File: src/rtl/lc3_mem_ctrl_pkg.sv
// Shared encodings for the LC3 memory-access controller: op codes, mem_state
// values and the FSM state type, plus small decode helpers.
package lc3_mem_ctrl_pkg;

  localparam logic [2:0] OP_LD  = 3'd0;
  localparam logic [2:0] OP_LDR = 3'd1;
  localparam logic [2:0] OP_LDI = 3'd2;
  localparam logic [2:0] OP_ST  = 3'd3;
  localparam logic [2:0] OP_STR = 3'd4;
  localparam logic [2:0] OP_STI = 3'd5;

  localparam logic [1:0] MS_IND  = 2'd0;
  localparam logic [1:0] MS_RD   = 2'd1;
  localparam logic [1:0] MS_WR   = 2'd2;
  localparam logic [1:0] MS_IDLE = 2'd3;

  typedef enum logic [1:0] {
    ST_IDLE = 2'd0,
    ST_IND  = 2'd1,
    ST_RD   = 2'd2,
    ST_WR   = 2'd3
  } fsm_e;

  function automatic logic [1:0] ms_of_state(input fsm_e s);
    logic [1:0] ms;
    case (s)
      ST_IND:  ms = MS_IND;
      ST_RD:   ms = MS_RD;
      ST_WR:   ms = MS_WR;
      default: ms = MS_IDLE;
    endcase
    return ms;
  endfunction

  function automatic logic op_is_legal(input logic [2:0] op);
    return (op <= OP_STI);
  endfunction

endpackage

File: src/rtl/lc3_mem_wait_cnt.sv
// Phase timer: loadable down-counter that flags the last cycle of a memory
// phase (WAIT_CYCLES+1 cycles long). With WAIT_CYCLES=0 no counter is built.
module lc3_mem_wait_cnt #(
  parameter int WAIT_CYCLES = 0
) (
  input  logic clock,
  input  logic reset,
  input  logic load,
  output logic last,
  output logic last_nxt
);

  generate
    if (WAIT_CYCLES == 0) begin : g_no_cnt
      logic unused_s;
      assign unused_s = load ^ clock ^ reset;
      assign last     = 1'b1;
      assign last_nxt = 1'b1;
    end else begin : g_cnt
      localparam int CW = $clog2(WAIT_CYCLES + 1);
      localparam logic [CW-1:0] LOAD_VAL = CW'(WAIT_CYCLES);
      localparam logic [CW-1:0] ONE      = CW'(1);

      logic [CW-1:0] cnt_r;
      logic [CW-1:0] cnt_nxt_s;

      // Next count: reload on phase entry, otherwise count down and hold at zero
      always_comb begin
        if (load) begin
          cnt_nxt_s = LOAD_VAL;
        end else if (cnt_r != '0) begin
          cnt_nxt_s = cnt_r - ONE;
        end else begin
          cnt_nxt_s = cnt_r;
        end
      end

      // Counter register
      always_ff @(posedge clock or posedge reset) begin
        if (reset) begin
          cnt_r <= '0;
        end else begin
          cnt_r <= cnt_nxt_s;
        end
      end

      // last_nxt lets the parent register its end-of-phase pulses
      assign last     = (cnt_r == '0);
      assign last_nxt = (cnt_nxt_s == '0);
    end
  endgenerate

endmodule

File: src/rtl/lc3_mem_access_ctrl.sv
// LC3 data-memory access sequencer: one load/store at a time, with two-phase
// LDI/STI and fixed wait-states. Optional counters under LC3_MEM_PERF_EN.
module lc3_mem_access_ctrl
  import lc3_mem_ctrl_pkg::*;
#(
  parameter int WAIT_CYCLES = 0,
  parameter int CNT_W       = 16
) (
  input  logic             clock,
  input  logic             reset,
  input  logic             req_valid,
  output logic             req_ready,
  input  logic [2:0]       req_op,
  output logic [1:0]       mem_state,
  output logic             M_Control,
  output logic             stall,
  output logic             wb_en,
  output logic             done,
  output logic             err
`ifdef LC3_MEM_PERF_EN
  ,
  output logic [CNT_W-1:0] rd_count,
  output logic [CNT_W-1:0] wr_count
`endif
);

  fsm_e       state_r;
  fsm_e       next_s;
  logic       accept_s;
  logic       ind_store_r;
  logic       load_s;
  logic       last_s;
  logic       last_nxt_s;
  logic [1:0] ms_nxt_s;
  logic       mctrl_nxt_s;
  logic       stall_nxt_s;
  logic       ready_nxt_s;
  logic       done_nxt_s;
  logic       wb_nxt_s;
  logic       err_nxt_s;

  assign accept_s = req_valid && req_ready;
  assign load_s   = (next_s != ST_IDLE) && (next_s != state_r);

  lc3_mem_wait_cnt #(
    .WAIT_CYCLES(WAIT_CYCLES)
  ) u_wait_cnt (
    .clock    (clock),
    .reset    (reset),
    .load     (load_s),
    .last     (last_s),
    .last_nxt (last_nxt_s)
  );

  // State register
  always_ff @(posedge clock or posedge reset) begin
    if (reset) begin
      state_r <= ST_IDLE;
    end else begin
      state_r <= next_s;
    end
  end

  // Remember whether an indirect op is the store flavour for its second phase
  always_ff @(posedge clock or posedge reset) begin
    if (reset) begin
      ind_store_r <= 1'b0;
    end else if (accept_s) begin
      ind_store_r <= (req_op == OP_STI);
    end
  end

  // Next-state logic
  always_comb begin
    next_s = state_r;
    case (state_r)
      ST_IDLE: begin
        if (accept_s) begin
          case (req_op)
            OP_LD, OP_LDR:  next_s = ST_RD;
            OP_ST, OP_STR:  next_s = ST_WR;
            OP_LDI, OP_STI: next_s = ST_IND;
            default:        next_s = ST_IDLE;
          endcase
        end else begin
          next_s = ST_IDLE;
        end
      end
      ST_IND: begin
        if (last_s) begin
          next_s = ind_store_r ? ST_WR : ST_RD;
        end else begin
          next_s = ST_IND;
        end
      end
      ST_RD, ST_WR: begin
        if (last_s) begin
          next_s = ST_IDLE;
        end else begin
          next_s = state_r;
        end
      end
      default: next_s = ST_IDLE;
    endcase
  end

  // Output decode from the upcoming state, so every output leaves a flop
  always_comb begin
    ms_nxt_s    = ms_of_state(next_s);
    stall_nxt_s = (next_s != ST_IDLE);
    ready_nxt_s = (next_s == ST_IDLE);
    done_nxt_s  = ((next_s == ST_RD) || (next_s == ST_WR)) && last_nxt_s;
    wb_nxt_s    = (next_s == ST_RD) && last_nxt_s;
    err_nxt_s   = accept_s && !op_is_legal(req_op);
    if ((state_r == ST_IND) && (next_s != ST_IND)) begin
      mctrl_nxt_s = 1'b1;
    end else if ((next_s == ST_RD) || (next_s == ST_WR)) begin
      mctrl_nxt_s = M_Control;
    end else begin
      mctrl_nxt_s = 1'b0;
    end
  end

  // Output registers
  always_ff @(posedge clock or posedge reset) begin
    if (reset) begin
      mem_state <= MS_IDLE;
      M_Control <= 1'b0;
      stall     <= 1'b0;
      req_ready <= 1'b1;
      done      <= 1'b0;
      wb_en     <= 1'b0;
      err       <= 1'b0;
    end else begin
      mem_state <= ms_nxt_s;
      M_Control <= mctrl_nxt_s;
      stall     <= stall_nxt_s;
      req_ready <= ready_nxt_s;
      done      <= done_nxt_s;
      wb_en     <= wb_nxt_s;
      err       <= err_nxt_s;
    end
  end

`ifdef LC3_MEM_PERF_EN
  logic rd_inc_s;
  logic wr_inc_s;

  assign rd_inc_s = ((state_r == ST_IND) || (state_r == ST_RD)) && last_s;
  assign wr_inc_s = (state_r == ST_WR) && last_s;

  // Saturating phase counters, bumped on the edge that completes a phase
  always_ff @(posedge clock or posedge reset) begin
    if (reset) begin
      rd_count <= '0;
      wr_count <= '0;
    end else begin
      if (rd_inc_s && (rd_count != '1)) begin
        rd_count <= rd_count + CNT_W'(1);
      end
      if (wr_inc_s && (wr_count != '1)) begin
        wr_count <= wr_count + CNT_W'(1);
      end
    end
  end
`endif

endmodule
File: config.mk
export PLATFORM = sky130hd
export DESIGN_NAME = lc3_mem_access_ctrl
export DESIGN_NICKNAME = d
export VERILOG_FILES = /design/src/rtl/lc3_mem_ctrl_pkg.sv /design/src/rtl/lc3_mem_wait_cnt.sv /design/src/rtl/lc3_mem_access_ctrl.sv
export SDC_FILE = /design/constraint.sdc
export NUM_CORES = 1
export LEC_CHECK = 0
export ABC_AREA = 1
export BUFFER_PORTS_ARGS = -buffer_cell sky130_fd_sc_hd__buf_2
export CORE_AREA = 2 2 39 41
export CTS_CLUSTER_SIZE = 14
export DETAILED_ROUTE_END_ITERATION = 8
export DIE_AREA = 0 0 41 43
export HOLD_SLACK_MARGIN = 0.05
export PLACE_DENSITY = 0.62
export SYNTH_ARGS = -nofsm -noshare
export SYNTH_HDL_FRONTEND = slang
export SYNTH_SLANG_ARGS = --single-unit
File: constraint.sdc
create_clock -name clock -period 2.16 [get_ports clock]
set_clock_uncertainty 0.1 [all_clocks]
set_input_delay 0.108 -clock clock [delete_from_list [all_inputs] [get_ports clock]]
set_output_delay 0.108 -clock clock [all_outputs]
set_load 0.02 [all_outputs]
# Word-level counts from Yosys, hierarchy flattened
# Cells that the tools add are included.
word_totals:
  regBits: 11
  in_bits: 6
  output_inout_bits: 8
  word_cells: 43
op_classes:
  magnitude_cmp: 1
  n_eq_ne: 13
  muxes: 7
  reduce_logical: 13
op_table:
  columns: ["operator", "n"]
  rows:
  - ["$pmux 2 s3", 3]
  - ["$eq 2x2->1 const B", 4]
  - ["$reduce_or 2->1", 4]
  - ["$eq 3x2->1 const B", 2]
  - ["$eq 3x3->1 const B", 2]
  - ["$eq 2x1->1 const B", 2]
  - ["$logic_not 2->1", 2]
  - ["$ne 2x1->1 const B", 2]
  - ["$eq 3x1->1 const B", 1]
  - ["$le 3x3->1 const B", 1]
  - ["$logic_and 1x1->1", 3]
  - ["$logic_not 3->1", 1]
  - ["$mux 1", 3]
  - ["$mux 2", 1]
  - ["$reduce_bool 2->1", 1]
  - ["$logic_not 1->1", 1]
  - ["$logic_or 1x1->1", 1]

# Depth between registers and ports, before layout
logic_depth:
  ltp_word: 9
  mapped_depth: 7
  ltp_nobuf: 7

# Cells and area by module
# Synthesis repeated with hierarchy kept, for this count alone.
hier_totals:
  hier_cells: 61
  area_unflattened_um2: 534.3
modules_own_cells:
  columns: ["module", "n_inst", "cells_per_inst", "area_each_um2", "seq_area_each_um2"]
  rows:
  - ["lc3_mem_access_ctrl", 1, 58, 515.5, 279.0]
  - ["lc3_mem_wait_cnt", 1, 3, 18.8, 0.0]

# Worst setup path before layout
# Ideal clock, no wire load.
synth_path:
  kind: "register -> register"
  from: "register req_ready"
  to: "register mem_state[0]"
  setup_ps: 84
  arrival_ps: 1455
  t_required_ps: 1976
  setup_slack_ps: 521
  path_stages_with_launch: 8
  path_buffers: 0
  synth_period_minus_slack_ps: 1639
  cell_sequence: "dfstp_2 -> nand2_2 -> nor2_4 -> nand3_2 -> o21ai_4 -> inv_2 -> ha_1 -> or2_2"
synth_between:
  elab_chain_len: 5
  elab_cells_between_ends: 7
  cone_classes: "eq/ne (3); mux (3); reduce/logical (1)"
synth_lines:
  columns: ["item", "line_no", "source"]
  rows:
  - ["from (decl)", "lc3_mem_access_ctrl.sv:12", "output logic req_ready,"]
  - ["from (signal assigned)", "lc3_mem_access_ctrl.sv:138", "req_ready <= ready_nxt_s;"]
  - ["$logic_and 1x1->1 *", "lc3_mem_access_ctrl.sv:42", "assign accept_s = req_valid && req_ready;"]
  - ["$mux 2 *", "lc3_mem_access_ctrl.sv:78", "if (accept_s) begin"]
  - ["$pmux 2 s3 *", "lc3_mem_access_ctrl.sv:76", "case (state_r)"]
  - ["via next_s[0]", "lc3_mem_access_ctrl.sv:28", "fsm_e next_s;"]
  - ["$eq 2x2->1 or $eq 2x1->1 (tied branches)", "lc3_mem_ctrl_pkg.sv:26", "case (s)"]
  - ["$pmux 2 s3 *", "lc3_mem_ctrl_pkg.sv:26", null]
  - ["via ms_nxt_s[0]", "lc3_mem_access_ctrl.sv:34", "logic [1:0] ms_nxt_s;"]
  - ["to (signal assigned)", "lc3_mem_access_ctrl.sv:135", "mem_state <= ms_nxt_s;"]
  - ["to (decl)", "lc3_mem_access_ctrl.sv:14", "output logic [1:0] mem_state,"]
# Mark *: on every way through the listed nets, which the timed path passes. The rest lies on a longest branch.
# A chain may end at the register's enable or synchronous reset.

# Worst setup path in the final report
layout_path:
  from: "input port req_op[1]"
  to: "register mem_state[0]"
layout_between:
  elab_chain_len: 7
  elab_cells_between_ends: 16
  cone_classes: "eq/ne (8); mux (4); reduce/logical (4)"
layout_lines:
  columns: ["item", "line_no", "source"]
  rows:
  - ["from (decl)", "lc3_mem_access_ctrl.sv:13", "input logic [2:0] req_op,"]
  - ["$eq 3x3->1, or another cell as far along", "lc3_mem_access_ctrl.sv:79", "case (req_op)"]
  - ["$reduce_or 2->1", "lc3_mem_access_ctrl.sv:79", null]
  - ["$pmux 2 s3 *", "lc3_mem_access_ctrl.sv:79", null]
  - ["$mux 2 *", "lc3_mem_access_ctrl.sv:78", null]
  - ["$pmux 2 s3 *", "lc3_mem_access_ctrl.sv:76", null]
  - ["via next_s[0]", "lc3_mem_access_ctrl.sv:28", null]
  - ["$eq 2x2->1 or $eq 2x1->1 (tied branches)", "lc3_mem_ctrl_pkg.sv:26", null]
  - ["$pmux 2 s3 *", "lc3_mem_ctrl_pkg.sv:26", null]
  - ["via ms_nxt_s[0]", "lc3_mem_access_ctrl.sv:34", null]
# Marks and branches as above.

==> results.py <==
metrics = {
    "finish": {
        "layout.nets": 70,
        "nFillCells": 130,
        "n_antenna_cell": 0,
        "syn_to_final_growth_pct": 33.5,
        "drive_gt1_frac": 0.542,
    },
    "synthesis": {
        "synth_ff_type": "dfrtp_1",
        "yosys.area.top_type": "dfrtp_1",
        "synth.area.top_cells": "dfrtp_1 39%, dfstp_2 17%, ha_1 11%",
        "syn-cell-area_sq_um": 452,
        "synth_warnings": 0,
        "async_flop_share": 1.00,
        "synth.most_common_cell": "inv_1",
        "syn_avg_cell_area_sq_um": 11.6,
        "yosysTopAreaCellShare": 0.388,
        "synthTopCellsByCount": "8 x inv_1, 7 x dfrtp_1, 4 x ha_1",
        "synth_cell_types": 15,
        "synth-seq-area-share": 0.562,
        "synth_fp_nets": 49,
        "synth_edf_count": 0,
        "ys_ff_latch": 10,
        "syn-instance-count": 39,
    },
    "worst_setup_path": {
        "critPathCapture": "mem_state[0]",
        "start_kind": "input port",
        "cp_max_fo": 3,
        "r2r-start": "req_ready",
        "reg2regPathDepth": 7,
        "worst_ep_required_time_ns": 2.24,
        "cp.arrival_ns": 1.81,
        "r2r_end": "mem_state[0]",
        "cp_slowest_cell": "dlygate4sd3_1",
        "rrSetupSlack_ns": 0.55,
        "endpoint_kind": "flip-flop",
        "startpoint": "req_op[1]",
        "path_cells": "dlygate4sd3_1, buf_2, ha_1, nand3_2, o21ai_4, inv_2, ha_1, or2_2",
        "crit_type": "input port to flip-flop",
        "worst_path_most_repeated_cell": "ha_1",
        "critical_path.max_stage_delay_ns": 0.55,
    },
    "timing": {
        "slew_violations": 0,
        "setup_violations": 0,
        "period_minus_slack_ns": 1.72,
        "fin_ws_ns": 0.435,
        "fin_crit_sh": 0.799,
        "rsz0062_at_grt": "false",
        "setup_tns_ns": 0,
        "worst_pin_slew_ns": 0.368,
        "max_freq_mhz": 580,
        "hold_viol_final": 0,
        "slew_headroom": 0.755,
    },
    "grt": {
        "grt_max_degree": 11,
        "grt_pass1_vias": 318,
        "grt_pass1_wl_um": 1200,
        "overflow": 0,
        "grt_usage": 0.112,
        "antenna_found_initial": 0,
    },
    "route": {
        "first_pass_iters": 4,
        "first_iter_violations": 3,
        "drc": 0,
        "totalWireLength_um": 703,
        "vias_per_cell": 4.04,
        "post_drt_wl_per_cell_um": 9.37,
        "vias": 303,
        "ant_nets": 0,
    },
    "power_and_ir_drop": {
        "power_frac_clock": 0.225,
        "switchingPower_uw": 258,
        "pwr-share-comb": 0.369,
        "power_leakage_nw": 0.314,
        "intPower_uw": 465,
        "swShare": 0.357,
        "pwr-share-seq": 0.405,
        "irDropWorstVdd_v": 0.000324,
        "p_per_area_nw_per_um2": 1200,
    },
    "placed_design": {
        "dp_slack_ns": 0.555,
        "portBuffers": 13,
        "routabilityCongestion": 0.704,
        "hpwl_um": 532,
    },
    "min_path": {
        "hold_path.class": "input port to flip-flop",
        "holdPathStages": 3,
    },
    "floorplan": {
        "boundaryPins": 14,
        "start_util": 0.326,
        "rows": 14,
        "die_height_um": 43,
        "coreArea_sq_um": 1380,
        "fp.dieW_um": 41,
        "die_area_sq_um": 1760,
    },
    "run_status": {
        "outcome": "complete, no violations",
    },
    "run": {
        "drv_cap": 0,
    },
    "clock_network": {
        "clkLatencyLatePin_ns": 0.26,
        "h-tree-depth": 1,
        "clock-sinks": 10,
        "cts.clk_slew.worst_paths_ns": 0.07,
        "root_buffer": "clkbuf_4",
        "cts_buffers": 3,
        "cts_tree": "done",
        "clockBufferDepth": 2,
    },
}
[layout make-up]
class | count | area, sq um | share of cell area
inverter | 11 | 41.3 | 0.0685
clock buffer | 4 | 36.3 | 0.0602
tap | 16 | 20.0 | 0.0332
timing repair buffer | 16 | 95.1 | 0.158
sequential | 10 | 254 | 0.421
multi-input combinational | 18 | 156 | 0.259
[registers in the layout, summed over array words and instances (netlist names)]
signal       flops
M_Control        1
err              1
ind_store_r      1
mem_state        2
req_ready        1
stall            1
state_r          2
wb_en            1
[stage by stage]
step                      power, mW   util  cells  instance area [sq um]  hold slack, ns
after floorplan               0.490      -     39                    452          -0.154
after global placement        0.561  0.388     68                    537        -0.00317
after detailed placement      0.566  0.388     68                    537         0.00238
after CTS                     0.736  0.436     75                    603          0.0522
after global routing          0.787  0.436     75                    603          0.0625
final                         0.723  0.436     75                    603          0.0559
[worst min path at each step]
stage	startpoint	to	slack, ns
5_1_grt	req_op[2]	ind_store_r	0.06
3_3_place_gp	reset	err	-0.003
2_1_floorplan	reset	M_Control	-0.15
3_5_place_dp	reset	ind_store_r	0.002
6_report	req_op[2]	ind_store_r	0.06
4_1_cts	req_op[2]	ind_store_r	0.05
[critical path: cells and delay by family]
family / cells / cell delay (ns)
AO/OA/AOI/OAI: 1 / 0.07
AND/OR/NAND/NOR: 2 / 0.39
buffers and inverters: 3 / 0.75
adder cells (fa/ha/maj): 2 / 0.49
[per-layer routing]
layer,vias up,track usage,wire [um]
li1,155,-,-
met1,134,0.103,263
met2,10,0.172,360
met3,4,0.0471,43
met4,0,0.100,36
met5,-,0,0
[kinds of logic (layout without fill, tap and decap cells)]
| group | Yosys count | in the layout | share of synthesized area |
|---|---|---|---|
| AND/OR/NAND/NOR | 11 | 11 | 0.158 |
| buffers and inverters | 11 | 31 | 0.0914 |
| flip-flops | 10 | 10 | 0.562 |
| adder cells (fa/ha/maj) | 4 | 4 | 0.111 |
| AO/OA/AOI/OAI | 3 | 3 | 0.0776 |
[layout by cell type, fill, tap and decap left out]
cell	count
buf_2	13
inv_1	8
dfrtp_1	7
ha_1	4
nand2_1	3
inv_2	3
clkbuf_4	3
dlygate4sd3_1	3
dfstp_2	3
nand2_2	2
nand3_2	2
nor2_4	1
nor2_2	1
o21ai_4	1
or2_2	1
nor2_1	1
o21bai_2	1
o31ai_1	1
clkbuf_8	1
[repair_timing]
action	in CTS	in global routing
gates resized for setup	0	0
hold endpoints to repair	12	0
hold buffers	3	0
buffers inserted	0	0
[power groups by stage]
stage,Combinational [mW],Sequential [mW],Clock [mW]
after floorplan,0.118,0.371,0
after global placement,0.265,0.296,0
after detailed placement,0.268,0.297,0
after CTS,0.273,0.294,0.169
after global routing,0.299,0.300,0.188
final,0.267,0.293,0.163
Power figures use the tool's default switching activity.
